[src/rtl/build_rect_corners.sv]
// Builds the x-corner table for a SAMPLES-bar graph between left_x and right_x.
// Entries are filled into a shadow table one per cycle, then published in a single edge.
module build_rect_corners #(
    parameter int SAMPLES = 32,
    parameter int XW      = 10
) (
    input  logic                        clk,
    input  logic                        reset_n,
    input  logic                        start,
    input  logic [XW-1:0]               left_x,
    input  logic [XW-1:0]               right_x,
    output logic [SAMPLES:0][XW-1:0]    rect_corners,
    output logic                        busy,
    output logic                        done,
    output logic                        err,
    output logic                        valid
);

    localparam int LOG2S = $clog2(SAMPLES);
    localparam int IW    = LOG2S + 1;
    localparam logic [IW-1:0] LAST_IDX = IW'(SAMPLES);
    localparam logic [XW:0]   MIN_SPAN = (XW+1)'(SAMPLES);

    typedef enum logic [1:0] {IDLE, FILL, COMMIT} state_t;

    state_t                     state;
    logic [SAMPLES:0][XW-1:0]   shadow;
    logic [XW:0]                acc;
    logic [XW-1:0]              step;
    logic [XW-1:0]              right_lat;
    logic [IW-1:0]              index;

    logic [XW-1:0] span;
    logic          start_ok;

    assign span     = right_x - left_x;
    assign start_ok = (right_x > left_x) && ({1'b0, span} >= MIN_SPAN);
    assign busy     = (state != IDLE);

    always_ff @(posedge clk or negedge reset_n) begin
        if (!reset_n) begin
            // NOTE: the shadow table is cleared on reset too, so an aborted build leaves no stale entries behind.
            state        <= IDLE;
            shadow       <= '0;
            rect_corners <= '0;
            acc          <= '0;
            step         <= '0;
            right_lat    <= '0;
            index        <= '0;
            done         <= 1'b0;
            err          <= 1'b0;
            valid        <= 1'b0;
        end else begin
            done <= 1'b0;
            err  <= 1'b0;
            case (state)
                IDLE: begin
                    if (start) begin
                        if (start_ok) begin
                            right_lat <= right_x;
                            step      <= span >> LOG2S;
                            acc       <= {1'b0, left_x};
                            index     <= '0;
                            state     <= FILL;
                        end else begin
                            err <= 1'b1;
                        end
                    end
                end
                FILL: begin
                    if (index == LAST_IDX) begin
                        shadow[index] <= right_lat;
                        state         <= COMMIT;
                    end else begin
                        // The carry bit can never be set; clamping to the right edge keeps it harmless anyway.
                        shadow[index] <= acc[XW] ? right_lat : acc[XW-1:0];
                        acc           <= acc + {1'b0, step};
                        index         <= index + 1'b1;
                    end
                end
                COMMIT: begin
                    rect_corners <= shadow;
                    valid        <= 1'b1;
                    done         <= 1'b1;
                    state        <= IDLE;
                end
                default: state <= IDLE;
            endcase
        end
    end

endmodule
[config.mk]
export PLATFORM = sky130hd
export DESIGN_NAME = build_rect_corners
export DESIGN_NICKNAME = d
export VERILOG_FILES = /design/src/rtl/build_rect_corners.sv
export SDC_FILE = /design/constraint.sdc
export NUM_CORES = 1
export LEC_CHECK = 0
export CORE_UTILIZATION = 51
export CTS_CLUSTER_SIZE = 25
export DETAILED_ROUTE_END_ITERATION = 10
export PLACE_DENSITY_LB_ADDON = 0.12
export SYNTH_ARGS = -nofsm -noshare
export SYNTH_HDL_FRONTEND = slang
export SYNTH_SLANG_ARGS = --single-unit
[constraint.sdc]
create_clock -name clk -period 6 [get_ports clk]
set_clock_uncertainty 0.15 [all_clocks]
set_input_delay 1.2 -clock clk [delete_from_list [all_inputs] [get_ports clk]]
set_output_delay 1.2 -clock clk [all_outputs]
set_load 0.02 [all_outputs]
== After elaboration in Yosys (flattened, before gate mapping) ==
Index checks and enable logic that the tools add are counted.
Storage, ports and cells
  register bits after elaboration: 697
  output and inout bits: 334
  logic and storage cells: 118
Cells by class
  add/sub/neg operators: 3
  magnitude comparators: 4
  equality and inequality tests: 7
  mux-type cells: 22
  reductions and logical operators: 8
Operators with widths (count)
  330-bit bitwise mux: 2
  330-bit 2-to-1 mux: 1
  10-bit demux with 6-bit select: 1
  11-bit 2-to-1 mux: 3
  11-bit one-hot mux with 2 select lines: 1
  10-bit 2-to-1 mux: 2
  6-bit 2-to-1 mux: 3
  6-bit one-hot mux with 2 select lines: 1
  11-bit by 5-bit adder with 11-bit output: 1
  10-bit by 6-bit greater-or-equal comparator with 1-bit output, second input constant: 1
  10-bit > comparator: 1
  10-bit subtractor: 1
  2-bit != test, second input constant: 4
  6-bit by 7-bit < comparator with 1-bit output, second input constant: 1
  6-bit by 1-bit adder with 6-bit output, second input constant: 1
  6-bit == test, second input constant: 1
  6-bit by 1-bit greater-or-equal comparator with 1-bit output, second input constant: 1
  2-bit 2-to-1 mux: 3
  3-bit AND reduction: 2
  1-bit 2-to-1 mux: 4
  2-bit one-hot mux with 2 select lines: 1
  4-bit AND reduction: 1
  2-bit nonzero test: 2
  2-bit by 1-bit == test with 1-bit output, second input constant: 1
  other kinds (3): 4

== Longest topological paths before layout ==
Gate-level depths: netlist (run 1).
  depth in word-level cells: 6
  gate-level depth with buffers: 12

== Least setup slack after synthesis (run 1) ==
No wires, ideal clock.
  path kind: input -> register
  start point: input right_x[0]
  end point: register acc[3]
  library setup time: 125 ps
  data arrival time: 3441 ps
  data required time: 5725 ps
  path slack: 2284 ps
  stages: 12
  cells stage by stage: inv_1 ha_1 inv_1 fa_1 a211oi_2 or2_2 o311ai_1 nor4_2 o211ai_2 a21oi_2 buf_6 mux2_4
On the way
  longest elaborated chain between the ends: 5
  elaborated cells between the ends (all ways): 6
  classes of those cells: 1 x add/sub; 2 x order compare; 1 x eq/ne; 2 x reduce/logical
Ends and longest elaborated chain
  from (decl): RTL line 11  | input logic [XW-1:0] right_x,
  10-bit subtractor: RTL line 36  | assign span = right_x - left_x;
  10-bit by 6-bit greater-or-equal comparator with 1-bit output: RTL line 37  | assign start_ok = (right_x > left_x) && ({1'b0, span} >= MIN_SPAN);
  1-bit logical AND (*): RTL line 37
  2-bit != test (no line) (*)
  4-bit AND reduction (no line) (*)
  to (signal assigned): RTL line 62  | acc <= {1'b0, left_x};
  to (signal assigned): RTL line 77  | acc <= acc + {1'b0, step};
  to (decl): RTL line 28  | logic [XW:0] acc;
Mark *: on every way between the ends. The rest lies on a longest branch, timed or not.
A chain may end at the register's enable or synchronous reset.

== Final worst setup path (run 1) ==
  start point: input left_x[0]
  end point: register acc[0]
On the way
  longest elaborated chain between the ends: 5
  elaborated cells between the ends (all ways): 9
  classes of those cells: 1 x add/sub; 2 x order compare; 1 x eq/ne; 3 x mux; 2 x reduce/logical
Ends and longest elaborated chain
  from (decl): RTL line 10  | input logic [XW-1:0] left_x,
  10-bit subtractor: RTL line 36
  10-bit by 6-bit greater-or-equal comparator with 1-bit output: RTL line 37
  1-bit logical AND: RTL line 37
  2-bit != test (no line)
  4-bit AND reduction (no line)
Parallel ways exist; a longest one is shown, timed or not. The select of a mux whose other input is x is not followed.

==> impl_metrics.py, run 1 <==
metrics = {
    "final_layout": {
        "final_area_um2": 33000,
        "area_growth_pct": 25.0,
        "drive_gt1_share_pct": 20.5,
        "nFillCells": 3925,
        "n_antenna_cell": 0,
        "layout.nets": 2450,
    },
    "min_path": {
        "min_path_cells": 2,
        "hold_end": "shadow[128]",
        "hold_path_class": "register to register",
        "min-delay-start": "shadow[128]",
    },
    "synthesis": {
        "synthFlopType": "dfrtp_1",
        "synth-edff-count": 0,
        "syn_avg_cell_area_um2": 12.6,
        "ys_ff_latch": 697,
        "async_flop_share_pct": 100,
        "ys.warnings.count": 0,
        "synth_area_um2": 26400,
        "ys_seq_area_share_pct": 66.0,
        "syn_inst": 2094,
        "synthesis.nets": 2136,
        "ys_types": 68,
    },
    "timing": {
        "final_hold_viol_count": 0,
        "rsz0062_at_grt": "false",
        "tightest_slew_ps": 1270,
        "post-route-min-period_ps": 4200,
        "slew_headroom_pct": 15.3,
        "clock.fmax_mhz": 238,
        "final_max_slew_viol_count": 0,
        "period_share_pct": 70.0,
        "setup-violations-final": 0,
        "tns_ps": 0,
    },
    "detailed_routing": {
        "drt-vias-per-instance": 5.40,
        "drt_first_pass_iters": 5,
        "postRouteAntennaNets": 0,
        "num_vias": 16957,
        "drt-initial-drc-count": 1154,
        "post-route-drc-count": 0,
        "wire_per_inst_um": 20.9,
        "routed_wl_mm": 65.7,
    },
    "floorplan": {
        "die_y_um": 230,
        "rows": 83,
        "core_um2": 51200,
        "start_util_pct": 51.6,
        "die_area_um2": 52700,
        "fp.dieW_um": 230,
        "pin_count": 357,
    },
    "setup_path": {
        "critPathCaptureType": "register",
        "reg2reg_to": "shadow[180]",
        "cp-start-kind": "input port",
        "crit_type": "input port to register",
        "worst-path-max-fanout": 12,
        "cp.arrival_ps": 4530,
        "r2r_cells": 8,
        "rrSetupSlack_ps": 1930,
        "crit_required_ps": 6330,
        "r2r-start": "index[0]",
    },
    "clock_network": {
        "clk_pin_slew_worst_paths_ps": 60,
        "clock_path_buffers": 3,
        "post_cts_resized": 0,
        "clock-sinks": 697,
        "cts_tree": "done",
        "cts_root_buf": "clkbuf_16",
        "clk_latency_ps": 600,
        "htree_levels": 3,
        "numCtsBuffers": 70,
        "cts.hold.buffers_added": 0,
        "post-cts-setup-buffer-count": 0,
    },
    "run_status": {
        "status": "finished, final reports clean",
    },
    "power": {
        "total_leakage_power_nw": 15.6,
        "ir_drop_mv": 0.266,
        "power_density_nw_per_um2": 524,
    },
    "placed_design": {
        "hpwl_mm": 41.9,
        "port_buffers": 356,
        "place.gp.congestion": 0.875,
        "place_area_um2": 30700,
    },
    "grt": {
        "grt_pass1_vias": 17061,
        "grt_remaining_overflow": 0,
        "grt_pass1_wl_mm": 103,
        "track_usage_pct": 25.6,
        "antenna_found_initial": 1,
        "grt_max_degree": 172,
    },
    "flow_run": {
        "cap_violations": 0,
    },
}
how the worst max path moves through the flow:
| stage | from | end | cells past startpoint |
|---|---|---|---|
| 2_1_floorplan | right_x[0] | acc[3] | 12 |
| 6_report | left_x[0] | acc[0] | 11 |
| 4_1_cts | left_x[0] | acc[0] | 11 |
| 3_3_place_gp | left_x[0] | acc[2] | 11 |
| 3_5_place_dp | left_x[0] | acc[0] | 11 |
| 5_1_grt | right_x[0] | acc[0] | 12 |
worst max-delay path, cell delays in order:
cell	delay, ps
clkdlybuf4s50_1	490
ha_1	180
inv_1	60
fa_1	380
a211oi_2	320
or2_2	200
o311ai_1	130
nor4_2	370
o211ai_2	190
a21oi_2	610
mux2_2	410
Yosys cell counts (5+ instances only):
cell type,instances,area [um^2]
a21oi_1,134,671
a31oi_1,6,37.5
buf_2,23,115
clkbuf_1,119,447
dfrtp_1,697,17400
ha_1,17,213
inv_1,25,93.8
mux2_1,9,101
mux2_2,334,3760
mux2i_1,12,120
nand2_1,238,893
nand4_1,6,37.5
nor2_1,162,608
nor2b_1,6,37.5
o21a_1,5,37.5
o21ai_0,209,1050
xor2_1,5,43.8
per-stage QoR:
stage	worst slack [ps]	power [mW]	hold slack (ps)	utilization, %	std cells
2_1_floorplan	2280	10.1	294	-	2094
3_3_place_gp	1260	12.8	304	59.9	3016
3_5_place_dp	1200	13.0	312	59.9	3016
4_1_cts	1850	17.5	328	64.5	3141
5_1_grt	1670	18.2	339	64.5	3141
6_report	1800	17.3	323	64.5	3141
sequential cells by signal, summed over array words and instances (netlist names):
register / cells
err: 1
index: 6
step: 5
shadow: 330
done: 1
rect_corners: 330
valid: 1
right_lat: 10
state: 2
acc: 11
kinds of logic after synthesis:
logic type	synth area share (%)
DFF	66.0
and+or+nand+nor	6.94
xor gates and xnor gates	0.265
AOI/OAI and AO/OA	7.97
adders and majority gates	0.957
muxes	15.2
buffers and inverters	2.67
final cells by class:
| class | count | area [um^2] | share of cell area [%] |
|---|---|---|---|
| sequential | 697 | 17400 | 52.8 |
| tap | 680 | 851 | 2.58 |
| timing repair buffer | 389 | 3880 | 11.7 |
| clock inverter | 20 | 229 | 0.693 |
| clock buffer | 105 | 2130 | 6.44 |
| inverter | 25 | 93.8 | 0.284 |
| multi-input combinational | 1225 | 8410 | 25.5 |
power breakdown:
part,switching (mW),total [mW],internal (mW)
Combinational,3.15,5.49,2.34
Sequential,1.05,7.38,6.33
Clock,1.79,4.42,2.63
layer usage:
metal,routed length [um],track usage [%],share of wire [%],vias to the layer above
li1,-,-,-,7752
met3,4010,6.06,6.1,73
met5,0,0,0,-
met2,32300,41.4,49,393
met1,28200,34.7,43,8739
met4,1190,6.85,1.8,0
cells in the final DEF (no fill, tap or decap), types with 5 or more instances in the layout:
cell,count
ha_1,17
dfrtp_1,697
a21oi_1,134
a31oi_1,6
clkbuf_8,16
nand4_1,6
clkdlybuf4s50_1,355
mux2_1,9
o21ai_0,209
buf_4,28
xor2_1,5
nor2_1,162
clkbuf_1,15
buf_12,5
clkinv_2,10
o21a_1,5
inv_1,25
mux2_2,334
nand2_1,238
mux2i_4,10
clkbuf_16,74
(Power assumes the default switching activity.)
==> run 2, diff against run 1 <==
Clock period 6 ns to 3.9 ns, I/O delays scaled along.
==> impl_metrics.py, run 2 (same netlist as run 1, synthesis figures left out) <==
metrics = {
    "run_status": {
        "status": "finished, final reports clean",
    },
    "grt": {
        "grt_pass1_wl_mm": 104,
        "grt_pass1_vias": 17718,
        "grt_remaining_overflow": 0,
        "antenna_found_initial": 0,
        "track_usage_pct": 25.9,
        "grt_max_degree": 127,
    },
    "floorplan": {
        "start_util_pct": 51.6,
        "die_area_um2": 52700,
        "die_y_um": 230,
        "core_um2": 51200,
        "rows": 83,
        "pin_count": 357,
        "fp.dieW_um": 230,
    },
    "clock_network": {
        "post-cts-setup-buffer-count": 0,
        "numCtsBuffers": 70,
        "clk_latency_ps": 600,
        "clock_path_buffers": 3,
        "cts_root_buf": "clkbuf_16",
        "htree_levels": 3,
        "clk_pin_slew_worst_paths_ps": 60,
        "post_cts_resized": 0,
        "cts_tree": "done",
        "clock-sinks": 697,
        "cts.hold.buffers_added": 0,
    },
    "final_layout": {
        "final_cell_mix": "697 x dfrtp_1, 355 x clkdlybuf4s50_1, 334 x mux2_2",
        "drive_gt1_share_pct": 21.1,
        "reg_top3": "rect_corners (330), shadow (330), acc (11)",
        "final_common_cell": "dfrtp_1",
        "n_antenna_cell": 0,
        "area_growth_pct": 25.8,
        "layout.nets": 2473,
        "final_util_pct": 64.9,
        "final_area_um2": 33200,
    },
    "placed_design": {
        "place_area_um2": 31000,
        "place.gp.congestion": 0.878,
        "pre_cts_slack_ps": -158,
        "hpwl_mm": 42.3,
        "port_buffers": 356,
    },
    "power": {
        "switching_share_pct": 34.9,
        "combPwrFrac_pct": 32.2,
        "clkPwrFrac_pct": 24.9,
        "seqPwrFrac_pct": 42.9,
        "total_leakage_power_nw": 15.7,
        "intPower_mw": 17.3,
        "p_switching_mw": 9.28,
        "power_density_nw_per_um2": 800,
        "ir_drop_mv": 0.430,
    },
    "flow_run": {
        "cap_violations": 0,
    },
    "timing": {
        "period_share_pct": 89.0,
        "clock.fmax_mhz": 288,
        "rsz0062_at_grt": "false",
        "holdWs_ps": 52.1,
        "final_hold_viol_count": 0,
        "slew_headroom_pct": 46.2,
        "post-route-min-period_ps": 3470,
        "tightest_slew_ps": 807,
        "fin_ws_ps": 428,
        "setup-violations-final": 0,
        "tns_ps": 0,
        "final_max_slew_viol_count": 0,
    },
    "setup_path": {
        "cpMaxStageDelayCell": "clkdlybuf4s50_1",
        "crit_chain": "clkdlybuf4s50_1 > ha_1 > inv_1 > fa_1 > a211oi_2 > or2_2 > o311ai_1 > nor4_2 > o211ai_2 > a21oi_2 > buf_4 > mux2_2",
        "worst-path-max-fanout": 6,
        "critPathCaptureType": "register",
        "crit_required_ps": 4240,
        "critPathMaxStageDelay_ps": 490,
        "cp.arrival_ps": 3810,
        "cp-start-kind": "input port",
        "crit_type": "input port to register",
    },
    "detailed_routing": {
        "postRouteAntennaNets": 0,
        "drt-vias-per-instance": 5.36,
        "drt-initial-drc-count": 1165,
        "wire_per_inst_um": 20.9,
        "post-route-drc-count": 0,
        "num_vias": 16994,
        "drt_first_pass_iters": 7,
        "routed_wl_mm": 66.2,
    },
    "min_path": {
        "hold_path_class": "input port to asynchronous set/reset pin",
    },
}
-- run 2: power by group through the flow --
stage / Combinational, mW / Clock [mW] / Sequential (mW)
floorplan: 3.59 / 0 / 12.0
global placement: 8.43 / 0 / 11.4
detailed placement: 8.62 / 0 / 11.5
CTS: 8.67 / 6.75 / 11.4
global route: 9.28 / 7.03 / 11.7
finish: 8.57 / 6.62 / 11.4
-- run 2: routing by layer --
layer / track usage, % / vias to the layer above / routed length (um)
li1: - / 7818 / -
met1: 34.9 / 8715 / 28400
met2: 41.9 / 365 / 32400
met3: 6.37 / 96 / 3820
met4: 7.15 / 0 / 1540
met5: 0 / - / 0
-- run 2: path summary, 6_finish.rpt --
check                                 from                to  slack [ps]  cells after the start
worst max-delay path             left_x[0]            acc[2]         430                     12
worst min-delay path               reset_n  rect_corners[41]          50                      1
worst max register to register    index[1]       shadow[243]         980                      8
worst min register to register  shadow[53]        shadow[53]         320                      2
max in group asynchronous          reset_n        shadow[15]        2570                      2
min in group clk                shadow[53]        shadow[53]         320                      2
-- run 2: through the flow --
stage	power (mW)	std cells
global placement	19.8	3039
detailed placement	20.1	3039
CTS	26.8	3168
global route	28.0	3168
finish	26.6	3168
floorplan	15.6	2094
-- run 2: critical path, delay by kind of cell --
kind,cells,cell delay [ps]
adder cells (fa/ha/maj),2,550
buffers and inverters,3,730
AND/OR/NAND/NOR,2,580
AO/OA/AOI/OAI,4,820
multiplexers,1,340
-- run 2: area by class of cell --
| cell class | instances | area [um^2] |
|---|---|---|
| multi-input combinational | 1225 | 8410 |
| timing repair buffer | 412 | 4160 |
| sequential | 697 | 17400 |
| clock buffer | 108 | 2100 |
| inverter | 25 | 93.8 |
| tap | 680 | 851 |
| clock inverter | 21 | 183 |
| fill | 3858 | 18000 |
